<file path="src/rtl/dac_spi_tx_if.sv">
// rtl/dac_spi_tx_if.sv - sample/strobe inputs and SPI/status outputs of dac_spi_tx
// Signals:
//   dac0, dac0_dv   channel A sample and its one-cycle strobe
//   dac1, dac1_dv   channel B sample and its one-cycle strobe
//   busy            transmitter not idle
//   ovr[1:0]        per-channel overwrite pulse
//   spi_cs_n, spi_sclk, spi_mosi, ldac_n   DAC serial port
// Modports: master = sample producer / SPI observer, slave = dac_spi_tx.
interface dac_spi_tx_if;
    logic [11:0] dac0;
    logic        dac0_dv;
    logic [11:0] dac1;
    logic        dac1_dv;
    logic        busy;
    logic [1:0]  ovr;
    logic        spi_cs_n;
    logic        spi_sclk;
    logic        spi_mosi;
    logic        ldac_n;

    modport master (
        output dac0, dac0_dv, dac1, dac1_dv,
        input  busy, ovr, spi_cs_n, spi_sclk, spi_mosi, ldac_n
    );

    modport slave (
        input  dac0, dac0_dv, dac1, dac1_dv,
        output busy, ovr, spi_cs_n, spi_sclk, spi_mosi, ldac_n
    );
endinterface

</file>
<file path="src/rtl/dac_spi_tx.sv">
// rtl/dac_spi_tx.sv - two-channel 12-bit DAC SPI transmitter with round-robin arbitration
// Ports:
//   clk  system clock, rising edge
//   rst  asynchronous active-high reset
//   bus  dac_spi_tx_if.slave: sample inputs, busy/ovr status, SPI mode-0 outputs, ldac_n
// Parameters:
//   CLK_DIV   SCLK half-period in clk cycles (2..255)
//   CFG_BITS  frame bits [14:12] (BUF, GA_n, SHDN_n)
// Macro DAC_LDAC_EN: when defined, ldac_n is pulsed low after the last frame of a
//   back-to-back burst; otherwise ldac_n is tied low and LATCH is never entered.
module dac_spi_tx #(
    parameter int unsigned CLK_DIV  = 4,
    parameter logic [2:0]  CFG_BITS = 3'b011
) (
    input  logic         clk,
    input  logic         rst,
    dac_spi_tx_if.slave  bus
);

    typedef enum logic [2:0] {IDLE, SETUP, SHIFT, HOLD, GAP, LATCH} state_t;

    localparam logic [7:0] DIV_LAST = 8'(CLK_DIV - 1);

    state_t      state_q, state_d;
    logic [7:0]  cnt_q, cnt_d;
    logic        half_q, half_d;
    logic [3:0]  bit_q, bit_d;
    logic [15:0] shift_q, shift_d;
    logic [11:0] hold0_q, hold0_d;
    logic [11:0] hold1_q, hold1_d;
    logic [1:0]  pend_q, pend_d;
    logic [1:0]  ovr_q, ovr_d;
    logic        rr_q, rr_d;

    logic        phase_end;
    logic        capture;
    logic        sel;

    // Every phase (SETUP, each SCLK half, HOLD, GAP, LATCH) is CLK_DIV cycles long.
    assign phase_end = (cnt_q == DIV_LAST);
    assign capture   = (state_q == IDLE) && (pend_q != 2'b00);
    // rr_q names the channel that wins a tie; a lone pending channel always wins.
    assign sel       = (pend_q == 2'b11) ? rr_q : pend_q[1];

    always_ff @(posedge clk or posedge rst) begin
        if (rst) begin
            state_q <= IDLE;
        end else begin
            state_q <= state_d;
        end
    end

    always_comb begin
        state_d = state_q;
        case (state_q)
            IDLE:  if (capture) state_d = SETUP;
            SETUP: if (phase_end) state_d = SHIFT;
            SHIFT: if (phase_end && half_q && (bit_q == 4'd15)) state_d = HOLD;
            HOLD:  if (phase_end) state_d = GAP;
            GAP: begin
                if (phase_end) begin
`ifdef DAC_LDAC_EN
                    // rr_q points at the channel not just sent: if it waits, defer the latch
                    // so both outputs update together after its frame.
                    state_d = pend_q[rr_q] ? IDLE : LATCH;
`else
                    state_d = IDLE;
`endif
                end
            end
            LATCH: if (phase_end) state_d = IDLE;
            default: state_d = IDLE;
        endcase
    end

    always_comb begin
        cnt_d   = ((state_q == IDLE) || phase_end) ? 8'd0 : cnt_q + 8'd1;
        half_d  = half_q;
        bit_d   = bit_q;
        shift_d = shift_q;
        rr_d    = rr_q;
        pend_d  = pend_q;
        hold0_d = hold0_q;
        hold1_d = hold1_q;
        ovr_d   = 2'b00;

        if (capture) begin
            shift_d      = {sel, CFG_BITS, sel ? hold1_q : hold0_q};
            pend_d[sel]  = 1'b0;
            rr_d         = ~sel;
            half_d       = 1'b0;
            bit_d        = 4'd0;
        end

        // Data advances only at the end of a high half, i.e. on the SCLK falling edge.
        if ((state_q == SHIFT) && phase_end) begin
            half_d = ~half_q;
            if (half_q) begin
                bit_d   = bit_q + 4'd1;
                shift_d = {shift_q[14:0], 1'b0};
            end
        end

        // A strobe coinciding with capture of the same channel refills the pend
        // instead of counting as an overwrite: the old value is already in flight.
        if (bus.dac0_dv) begin
            ovr_d[0]  = pend_q[0] && !(capture && !sel);
            hold0_d   = bus.dac0;
            pend_d[0] = 1'b1;
        end
        if (bus.dac1_dv) begin
            ovr_d[1]  = pend_q[1] && !(capture && sel);
            hold1_d   = bus.dac1;
            pend_d[1] = 1'b1;
        end
    end

    always_ff @(posedge clk or posedge rst) begin
        if (rst) begin
            cnt_q   <= 8'd0;
            half_q  <= 1'b0;
            bit_q   <= 4'd0;
            shift_q <= 16'd0;
            hold0_q <= 12'd0;
            hold1_q <= 12'd0;
            pend_q  <= 2'b00;
            ovr_q   <= 2'b00;
            rr_q    <= 1'b0;
        end else begin
            cnt_q   <= cnt_d;
            half_q  <= half_d;
            bit_q   <= bit_d;
            shift_q <= shift_d;
            hold0_q <= hold0_d;
            hold1_q <= hold1_d;
            pend_q  <= pend_d;
            ovr_q   <= ovr_d;
            rr_q    <= rr_d;
        end
    end

    always_comb begin
        bus.busy     = (state_q != IDLE);
        bus.spi_cs_n = !((state_q == SETUP) || (state_q == SHIFT) || (state_q == HOLD));
        bus.spi_sclk = (state_q == SHIFT) && half_q;
        bus.spi_mosi = ((state_q == SETUP) || (state_q == SHIFT)) ? shift_q[15] : 1'b0;
        bus.ovr      = ovr_q;
`ifdef DAC_LDAC_EN
        bus.ldac_n   = (state_q != LATCH);
`else
        bus.ldac_n   = 1'b0;
`endif
    end

endmodule

</file>
<file path="src/flat_wrapper.sv">
// flat-port wrapper written by rule: the top's interface ports become plain ports
module dac_spi_tx_flat 
#(
    parameter int unsigned CLK_DIV  = 4,
    parameter logic [2:0]  CFG_BITS = 3'b011
)
  (clk, rst, bus_dac0, bus_dac0_dv, bus_dac1, bus_dac1_dv, bus_busy, bus_ovr, bus_spi_cs_n, bus_spi_sclk, bus_spi_mosi, bus_ldac_n);
  dac_spi_tx_if bus_i ();
  input  logic clk;
  input  logic rst;
  input wire logic [$bits(bus_i.dac0)-1:0] bus_dac0;
  input wire logic [$bits(bus_i.dac0_dv)-1:0] bus_dac0_dv;
  input wire logic [$bits(bus_i.dac1)-1:0] bus_dac1;
  input wire logic [$bits(bus_i.dac1_dv)-1:0] bus_dac1_dv;
  output wire logic [$bits(bus_i.busy)-1:0] bus_busy;
  output wire logic [$bits(bus_i.ovr)-1:0] bus_ovr;
  output wire logic [$bits(bus_i.spi_cs_n)-1:0] bus_spi_cs_n;
  output wire logic [$bits(bus_i.spi_sclk)-1:0] bus_spi_sclk;
  output wire logic [$bits(bus_i.spi_mosi)-1:0] bus_spi_mosi;
  output wire logic [$bits(bus_i.ldac_n)-1:0] bus_ldac_n;
  assign bus_i.dac0 = bus_dac0;
  assign bus_i.dac0_dv = bus_dac0_dv;
  assign bus_i.dac1 = bus_dac1;
  assign bus_i.dac1_dv = bus_dac1_dv;
  assign bus_busy = bus_i.busy;
  assign bus_ovr = bus_i.ovr;
  assign bus_spi_cs_n = bus_i.spi_cs_n;
  assign bus_spi_sclk = bus_i.spi_sclk;
  assign bus_spi_mosi = bus_i.spi_mosi;
  assign bus_ldac_n = bus_i.ldac_n;
  dac_spi_tx #(.CLK_DIV(CLK_DIV), .CFG_BITS(CFG_BITS)) u_core (.clk(clk), .rst(rst), .bus(bus_i));
endmodule
</file>
<file path="config.mk">
export PLATFORM = sky130hd
export DESIGN_NAME = dac_spi_tx_flat
export DESIGN_NICKNAME = d
export VERILOG_FILES = /design/src/rtl/dac_spi_tx_if.sv /design/src/rtl/dac_spi_tx.sv /design/src/flat_wrapper.sv
export SDC_FILE = /design/constraint.sdc
export NUM_CORES = 1
export LEC_CHECK = 0
export ABC_CLOCK_PERIOD_IN_PS = 4000
export CAP_MARGIN = 40
export CORE_MARGIN = 3
export CORE_UTILIZATION = 35
export DETAILED_ROUTE_END_ITERATION = 6
export DONT_BUFFER_PORTS = 1
export HOLD_SLACK_MARGIN = 0.02
export MAX_ROUTING_LAYER = met4
export PLACE_DENSITY_LB_ADDON = 0.25
export SKIP_CTS_REPAIR_TIMING = 1
export SLEW_MARGIN = 20
export SYNTH_ARGS = -nofsm -noshare
export SYNTH_HDL_FRONTEND = slang
export SYNTH_SLANG_ARGS = --single-unit
export TNS_END_PERCENT = 30
</file>
<file path="constraint.sdc">
create_clock -name clk -period 4 [get_ports clk]
set_clock_uncertainty 0.2 [all_clocks]
set_input_delay 1 -clock clk [delete_from_list [all_inputs] [get_ports clk]]
set_output_delay 1 -clock clk [all_outputs]
set_load 0.01 [all_outputs]
</file>
==> flow_summary.ini, run 1 <==
[timing]
finalCritPeriodShare = 0.661
drv_slew = 0
period_minus_slack_ps = 2640
slew_headroom = 0.636
layout_setup_ws_ps = 1360
hold_viol = 0
max_freq_mhz = 378
rsz0062_at_grt = false
setup_viol = 0
finalSetupTns_ps = 0
worst-slew-pin-transition_ps = 542

[pwr]
swShare = 0.211
p_sw_w = 0.000282
clkPwrFrac = 0.456
power_leakage_nw = 1.35
power.share.sequential = 0.502
powerDensity_nw_per_um2 = 442
power_w = 0.00133
pwr-share-comb = 0.042
vdd_ir_drop_max_mv = 0.300
power.internal_w = 0.00105

[routing]
vias = 1752
dr_wl_met3_um = 269
routedWlPerCell_um = 15.3
drc = 0
wl_met2_mm = 2.36
drt_iter0_markers = 196
wl_met1_mm = 2.50
postRouteWirelength_mm = 5.16
drtAntennaViolNets = 0
top_layer = met4
vias_per_cell = 5.20
drt-pass1-iter-count = 4

[setup_path]
path_class = flop to primary output
crit_fanout = 11
crit_chain = xnor2_1 -> nor3b_1
cp_slowest_cell = dfrtp_1
cp_top_family = flip-flops
required_ps = 2800
critical_path_buf_inv_count = 0
slowest_delay_ps = 510
startpoint_type = flop
critical_path_arrival_ps = 1440
crit_path_end_kind = primary output

[placement]
place_hpwl_mm = 3.44
io_buffers = 0
place_inst = 320
gp_congestion = 0.705
dpl_worst_slack_ps = 1430

[cells_and_area]
n_antenna_cell = 0
layout_commonest_cell = dfrtp_1
mostFrequentLayoutCells = dfrtp_1, mux2_2, nor2_1
nFillCells = 708
num-nets-final = 263
areaGrowthSynthToFinish_pct = 13.1
final_cell_count_no_fill = 337
drive_gt1_frac = 0.214

[cts]
clk_path_buf_depth = 2
clk_pin_slew_worst_paths_ps = 70
cts_tree = done
cts_num_sinks = 61
clk_latency_ps = 330
numCtsBuffers = 9
cts-root-buf = clkbuf_8
cts-htree-levels = 3

[floorplan]
start_util = 0.364
std_cell_rows = 31
coreArea_sq_um = 7330
pin_count = 35
chipHeight_um = 93.3
die_w_um = 93.3
die_area_sq_um = 8700

[min_path]
hp-class = flop to flop

[grt]
grt_antenna_before_repair = 0
grt_pass1_vias = 1738
grt_overflow = 0
grt_pass1_wl_mm = 8.76
grt_max_degree = 62
grtUsageTotal = 0.135

[yosys]
ys_types = 43
synth_edf_count = 0
syn-mean-instance-area_sq_um = 11.6
async_reset_ff_frac = 1.00
synthCells = 230
syn_area_sq_um = 2670
syn-num-nets = 260
synth_seq_area_share = 0.573
synth_warnings = 0
ys.flop_type = dfrtp_1
ys_seq_elements = 61

[status]
status = complete, no violations

[run]
cap_violations = 0
## tightest hold or removal path, cell delays in order, from the launching register on
cell     delay [ps]
dfrtp_1         350
nand3_1          60
nand2_1          50
## path summary, 6_finish.rpt
kind / from / to / slack [ps] / cells after the start
worst max-delay path: u_core.state_q[1] / bus_spi_mosi / 1360 / 2
worst min-delay path: u_core.shift_q[0] / u_core.shift_q[0] / 290 / 2
worst max register to register: u_core.cnt_q[0] / u_core.bit_q[3] / 1410 / 6
worst min register to register: u_core.shift_q[0] / u_core.shift_q[0] / 290 / 2
max in group asynchronous: rst / u_core.bit_q[3] / 2840 / 3
min in group asynchronous: rst / u_core.cnt_q[3] / 300 / 2
## cells in the mapped netlist (all sizes together), types with 4 or more instances
cell type   n  area, sq um
mux2       24          270
o21ai       7         35.0
nor3b       5         37.5
a222oi      9         90.1
and3        4         25.0
inv         8         30.0
nand3      16         85.1
clkbuf      6         22.5
nor3        6         40.0
nand2       6         22.5
dfrtp      61         1530
a21oi      10         50.1
nor2       21         78.8
xor2        6         52.6
buf         7         35.0
## area by class of cell
| type | instances | area, sq um | area share |
|---|---|---|---|
| clock buffer | 11 | 141 | 0.0469 |
| multi-input combinational | 147 | 1050 | 0.347 |
| timing repair buffer | 5 | 57.6 | 0.0191 |
| tap | 99 | 124 | 0.0411 |
| sequential | 61 | 1530 | 0.506 |
| clock inverter | 5 | 83.8 | 0.0278 |
| inverter | 9 | 33.8 | 0.0112 |
## flip-flops by register name (all words and copies together) (netlist names)
signal / cells
u_core.half_q: 1
u_core.shift_q: 16
u_core.hold0_q: 12
u_core.cnt_q: 8
u_core.bus.ovr: 2
u_core.hold1_q: 12
u_core.state_q: 3
u_core.bit_q: 4
u_core.pend_q: 2
u_core.rr_q: 1
## cells by family (layout without fill, tap and decap cells)
| logic type | after synthesis | after routing | synth area share |
|---|---|---|---|
| fa+ha+maj | 2 | 2 | 0.00939 |
| buf+inv | 22 | 30 | 0.0343 |
| other cells | 1 | 1 | 0.00141 |
| simple gates | 69 | 69 | 0.139 |
| flops | 61 | 61 | 0.573 |
| xor+xnor | 8 | 8 | 0.0263 |
| mux | 26 | 26 | 0.109 |
| compound gates | 41 | 41 | 0.108 |
## metal layers
| layer | up-vias | track usage |
|---|---|---|
| met5 | - | - |
| met2 | 36 | 0.185 |
| met3 | 2 | 0.0539 |
| met1 | 878 | 0.179 |
| li1 | 836 | - |
| met4 | 0 | 0.0513 |
## metrics by stage
| step | cell area (sq um) | utilization | hold slack, ps |
|---|---|---|---|
| after floorplan | 2670 | - | 260 |
| after global placement | 2750 | 0.376 | 283 |
| after detailed placement | 2760 | 0.377 | 280 |
| after CTS | 2990 | 0.407 | 298 |
| after global routing | 3010 | 0.411 | 278 |
| final | 3010 | 0.411 | 292 |
## power groups by stage
| stage | sequential [W] | clock, W | combinational [W] |
|---|---|---|---|
| after floorplan | 0.000674 | 0 | 0.0000496 |
| after global placement | 0.000680 | 0 | 0.0000526 |
| after detailed placement | 0.000681 | 0 | 0.0000544 |
| after CTS | 0.000669 | 0.000629 | 0.0000544 |
| after global routing | 0.000673 | 0.000661 | 0.0000632 |
| final | 0.000669 | 0.000609 | 0.0000560 |
No activity file was read; power rests on OpenSTA's default activity.
==> run 2, diff against run 1 <==
--- a/config.mk
+++ b/config.mk
@@ -5,7 +5,7 @@
 export SDC_FILE = /design/constraint.sdc
 export NUM_CORES = 1
 export LEC_CHECK = 0
-export ABC_CLOCK_PERIOD_IN_PS = 4000
+export ABC_CLOCK_PERIOD_IN_PS = 2200
 export CAP_MARGIN = 40
 export CORE_MARGIN = 3
 export CORE_UTILIZATION = 35
==> constraint.sdc (replaced) <==
create_clock -name clk -period 2.2 [get_ports clk]
set_clock_uncertainty 0.2 [all_clocks]
set_input_delay 0.55 -clock clk [delete_from_list [all_inputs] [get_ports clk]]
set_output_delay 0.55 -clock clk [all_outputs]
set_load 0.01 [all_outputs]
==> run 2 against run 1 <==
  * Sequential power rose by 82%
  * Global-route usage increased by 0.15 points
  * Design area increased by 0.91%
  * Clock power increased by 69%
  * Critical path depth increased by 1
  * Cell count is 1.5% higher
  * First-iteration DRC count fell by 39%
  * Via count grew 1.1%
  * Hold slack got worse by 170 ps
  * Critical path type unchanged
  * Highest routed layer unchanged
==> flow_summary.ini, run 2 (synthesis gave the netlist of run 1 again) <==
[status]
status = complete, no violations

[grt]
grt_pass1_wl_mm = 8.89
grt_antenna_before_repair = 0
grt_max_degree = 62
grt_pass1_vias = 1817
grt_overflow = 0
grtUsageTotal = 0.137

[min_path]
hp-class = input port to flop

[timing]
hold_viol = 0
period_minus_slack_ps = 2030
finalCritPeriodShare = 0.923
drv_slew = 0
finalSetupTns_ps = 0
setup_viol = 0
max_freq_mhz = 492
rsz0062_at_grt = false

[placement]
gp_congestion = 0.799
place_inst = 327
place_hpwl_mm = 3.44
io_buffers = 0
place_area_sq_um = 2830

[setup_path]
path_class = flop to primary output
crit_fanout = 5
required_ps = 1450
critical_path_arrival_ps = 1280
crit_path_end_kind = primary output
startpoint_type = flop

[floorplan]
die_area_sq_um = 8700
die_w_um = 93.3
pin_count = 35
coreArea_sq_um = 7330
chipHeight_um = 93.3
std_cell_rows = 31
start_util = 0.364

[cells_and_area]
fin_util = 0.415
n_antenna_cell = 0
layout_commonest_cell = dfrtp_1
top_regs = u_core.shift_q (16), u_core.hold0_q (12), u_core.hold1_q (12)
final_cell_count_no_fill = 342
num-nets-final = 270
areaGrowthSynthToFinish_pct = 14.1
top_register = u_core.shift_q
fin_area_sq_um = 3040
largest_reg_flops = 16
drive_gt1_frac = 0.230
mostFrequentLayoutCells = dfrtp_1, mux2_2, nor2_1

[cts]
clk_latency_ps = 330
cts_tree = done
clk_pin_slew_worst_paths_ps = 60
cts-root-buf = clkbuf_8
clk_path_buf_depth = 2
numCtsBuffers = 9
cts_num_sinks = 61
cts-htree-levels = 3

[pwr]
vdd_ir_drop_max_mv = 0.439
power_leakage_nw = 1.37
powerDensity_nw_per_um2 = 773

[routing]
drc = 0
routedWlPerCell_um = 15.2
vias = 1771
drt-pass1-iter-count = 5
drtAntennaViolNets = 0
postRouteWirelength_mm = 5.21
drt_iter0_markers = 119
vias_per_cell = 5.18

[run]
cap_violations = 0
==> run 2: cell count changes in the layout (fill, tap and decap cells not counted) <==
| cell | before | now |
|---|---|---|
| buf_12 | 0 | 1 |
| buf_16 | 1 | 0 |
| buf_4 | 4 | 10 |
| clkbuf_1 | 1 | 0 |
| clkbuf_8 | 10 | 9 |
| clkinv_2 | 0 | 2 |
| clkinv_4 | 1 | 0 |
| dlygate4sd3_1 | 0 | 1 |
| inv_2 | 2 | 1 |
==> run 2: critical path: stages (launching register included) <==
cell and delay (ps):
dfrtp_1 440, xnor2_1 150, nor3b_1 200, buf_4 160
==> run 2: stage by stage <==
step	worst slack (ps)	hold slack (ps)	total power (W)
3_5_place_dp	208	284	0.00134
2_1_floorplan	282	260	0.00132
4_1_cts	152	-24.6	0.00239
3_3_place_gp	237	282	0.00134
6_report	169	118	0.00235
5_1_grt	48.4	105	0.00246
==> run 2: path summary, 6_finish.rpt <==
kind | from | end | slack (ps) | cells past startpoint
max | u_core.state_q[1] | bus_spi_mosi | 170 | 3
min | bus_dac0_dv | u_core.pend_q[0] | 120 | 1
max reg2reg | u_core.cnt_q[0] | u_core.shift_q[2] | 180 | 6
min reg2reg | u_core.shift_q[0] | u_core.shift_q[0] | 290 | 2
max in group asynchronous | rst | u_core.shift_q[2] | 940 | 3
min in group asynchronous | rst | u_core.hold0_q[4] | 590 | 3
==> run 2: metal layers <==
metal | wire, um | part of all wire | vias to the layer above | GRT usage
met5 | 0 | 0 | - | -
met2 | 2270 | 0.44 | 44 | 0.180
met4 | 47 | 0.0090 | 0 | 0.0366
li1 | - | - | 850 | -
met1 | 2580 | 0.49 | 872 | 0.192
met3 | 311 | 0.060 | 5 | 0.0579
==> run 2: cell type report <==
type	count	area, sq um
fill	695	4290
sequential	61	1530
multi-input combinational	147	1050
timing repair buffer	12	105
clock buffer	9	124
clock inverter	5	77.6
tap	99	124
inverter	9	37.5
==> run 2: power breakdown <==
group / switching [W] / leakage, nW / internal, W / total, W
Combinational: 0.0000422 / 0.520 / 0.0000597 / 0.000102
Sequential: 0.0000335 / 0.749 / 0.00118 / 0.00122
Clock: 0.000413 / 0.101 / 0.000621 / 0.00103
Total: 0.000488 / 1.37 / 0.00186 / 0.00235
==> run 3, diff against run 2 <==
--- a/config.mk
+++ b/config.mk
@@ -10,7 +10,6 @@
 export CORE_MARGIN = 3
 export CORE_UTILIZATION = 35
 export DETAILED_ROUTE_END_ITERATION = 6
-export DONT_BUFFER_PORTS = 1
 export HOLD_SLACK_MARGIN = 0.02
 export MAX_ROUTING_LAYER = met4
 export PLACE_DENSITY_LB_ADDON = 0.25
==> run 3 against run 2 <==
  * The flow now finishes with violations (setup timing)
  * Clock power decreased by 6%
  * Hold slack improved by 180 ps
  * Register-to-register slack hardly changed
  * First-iteration DRC count grew 43%
  * Sequential share of layout area fell by 5.9 points
  * Fmax down 12%
  * Core utilization up 5.5 points
  * Total power barely moved
  * Combinational power rose by 67%
  * Die area unchanged
  * Routed wire length increased by 1.5%
  * Largest cell class unchanged
  * Highest routed layer unchanged
==> flow_summary.ini, run 3 (synthesis gave the netlist of run 1 again) <==
[grt]
grt_overflow = 0
grtUsageTotal = 0.141
grt_pass1_wl_mm = 9.28
grt_antenna_before_repair = 0
grt_pass1_vias = 1910
grt_max_degree = 62

[pwr]
powerDensity_nw_per_um2 = 682
swShare = 0.216
power_leakage_nw = 1.57
vdd_ir_drop_max_mv = 0.398
p_sw_w = 0.000507
power.internal_w = 0.00184
pwr-share-comb = 0.073
power.share.sequential = 0.517
clkPwrFrac = 0.410
power_w = 0.00235

[placement]
gp_congestion = 0.780
place_area_sq_um = 3240
io_buffers = 33
place_inst = 369
dpl_worst_slack_ps = 89.2
place_hpwl_mm = 3.60

[cells_and_area]
n_antenna_cell = 0
fin_area_sq_um = 3450
largest_reg_flops = 16
mostFrequentLayoutCells = dfrtp_1, clkdlybuf4s50_1, mux2_2
top_regs = u_core.shift_q (16), u_core.hold0_q (12), u_core.hold1_q (12)
final_cell_count_no_fill = 385
nFillCells = 681
multi_input_area_sq_um = 1050
num-nets-final = 311
top_register = u_core.shift_q
areaGrowthSynthToFinish_pct = 29.3
drive_gt1_frac = 0.234
layout_commonest_cell = dfrtp_1
seq_area_sq_um = 1530

[cts]
clk_path_buf_depth = 2
numCtsBuffers = 9
cts-htree-levels = 3
cts-root-buf = clkbuf_8
clk_latency_ps = 330
cts_tree = done
cts_num_sinks = 61
clk_pin_slew_worst_paths_ps = 70

[timing]
setup_viol = 1
finalSetupTns_ps = -104
drv_slew = 0
layout_setup_ws_ps = -104
rsz0062_at_grt = true
max_freq_mhz = 434
hold_viol = 0
period_minus_slack_ps = 2300
finalCritPeriodShare = 1.05

[floorplan]
die_area_sq_um = 8700
coreArea_sq_um = 7330
chipHeight_um = 93.3
start_util = 0.364
die_w_um = 93.3
pin_count = 35
std_cell_rows = 31

[min_path]
hp-class = flop to flop
min_from = u_core.shift_q[0]
min_path_cells = 2
hold_end = u_core.shift_q[0]

[setup_path]
slowest_delay_ps = 470
path_class = flop to primary output
cp_slowest_cell = clkdlybuf4s50_1
critical_path_arrival_ps = 1550
startpoint_type = flop
r2r_start = u_core.cnt_q[0]
crit_chain = nor3_2 -> inv_2 -> clkdlybuf4s50_1
required_ps = 1450
r2r_end = u_core.bit_q[3]
reg2reg_slack_ps = 180
crit_path_end_kind = primary output
r2r_cells = 5
cp_top_family = buffers and inverters
critical_path_buf_inv_count = 2
crit_fanout = 6

[routing]
drtAntennaViolNets = 0
drt-pass1-iter-count = 5
drc = 0
drt_iter0_markers = 170
vias = 1930
vias_per_cell = 5.01
routedWlPerCell_um = 13.7
postRouteWirelength_mm = 5.28

[status]
status = finished with violations
failed_checks = setup timing

[run]
cap_violations = 0
## run 3: cell types whose count changed in the layout (fill, tap and decap cells not counted), moves of 2 or more
cell,previous run,this run
clkdlybuf4s50_1,0,30
buf_4,10,18
dlymetal6s2s_1,0,3
clkbuf_1,0,2
## run 3: power by group through the flow
stage,Clock (W),Sequential (W),Combinational [W]
6_report,0.000964,0.00121,0.000170
2_1_floorplan,0,0.00123,0.0000906
4_1_cts,0.000997,0.00121,0.000175
3_3_place_gp,0,0.00123,0.000170
3_5_place_dp,0,0.00124,0.000175
5_1_grt,0.00105,0.00122,0.000190
## run 3: tightest hold or removal path: stages (launching register included)
cell and delay [ps]:
dfrtp_1 350, nand3_1 70, nand2_1 50
## run 3: cell type report
class,instances,area share
repair buffers,53,0.149
well taps,99,0.0359
inverters,9,0.0109
clock inverters,4,0.0138
flip-flops and latches,61,0.443
multi-input cells,147,0.305
clock buffers,12,0.0421
## run 3: metal layers
metal / vias up / share of wire / global-route usage
met3: 5 / 0.052 / 0.0491
met4: 0 / 0.010 / 0.0403
met5: - / 0 / -
met1: 945 / 0.48 / 0.189
met2: 44 / 0.46 / 0.204
li1: 936 / - / -
## run 3: how the worst max path moves through the flow
stage                      startpoint              end  slack (ps)  cells past startpoint
detailed placement  u_core.state_q[1]     bus_spi_mosi          90                      3
CTS                 u_core.state_q[1]     bus_spi_mosi        -290                      3
finish              u_core.state_q[1]         bus_busy        -100                      3
floorplan             u_core.cnt_q[0]  u_core.bit_q[3]         280                      5
global route        u_core.state_q[1]         bus_busy        -200                      3
global placement    u_core.state_q[1]     bus_spi_mosi         140                      3
## run 3: through the flow
stage | hold slack (ps) | util
after floorplan | 260 | -
after global placement | 280 | 0.442
after detailed placement | 287 | 0.442
after CTS | 304 | 0.468
after global routing | 323 | 0.470
final | 302 | 0.470
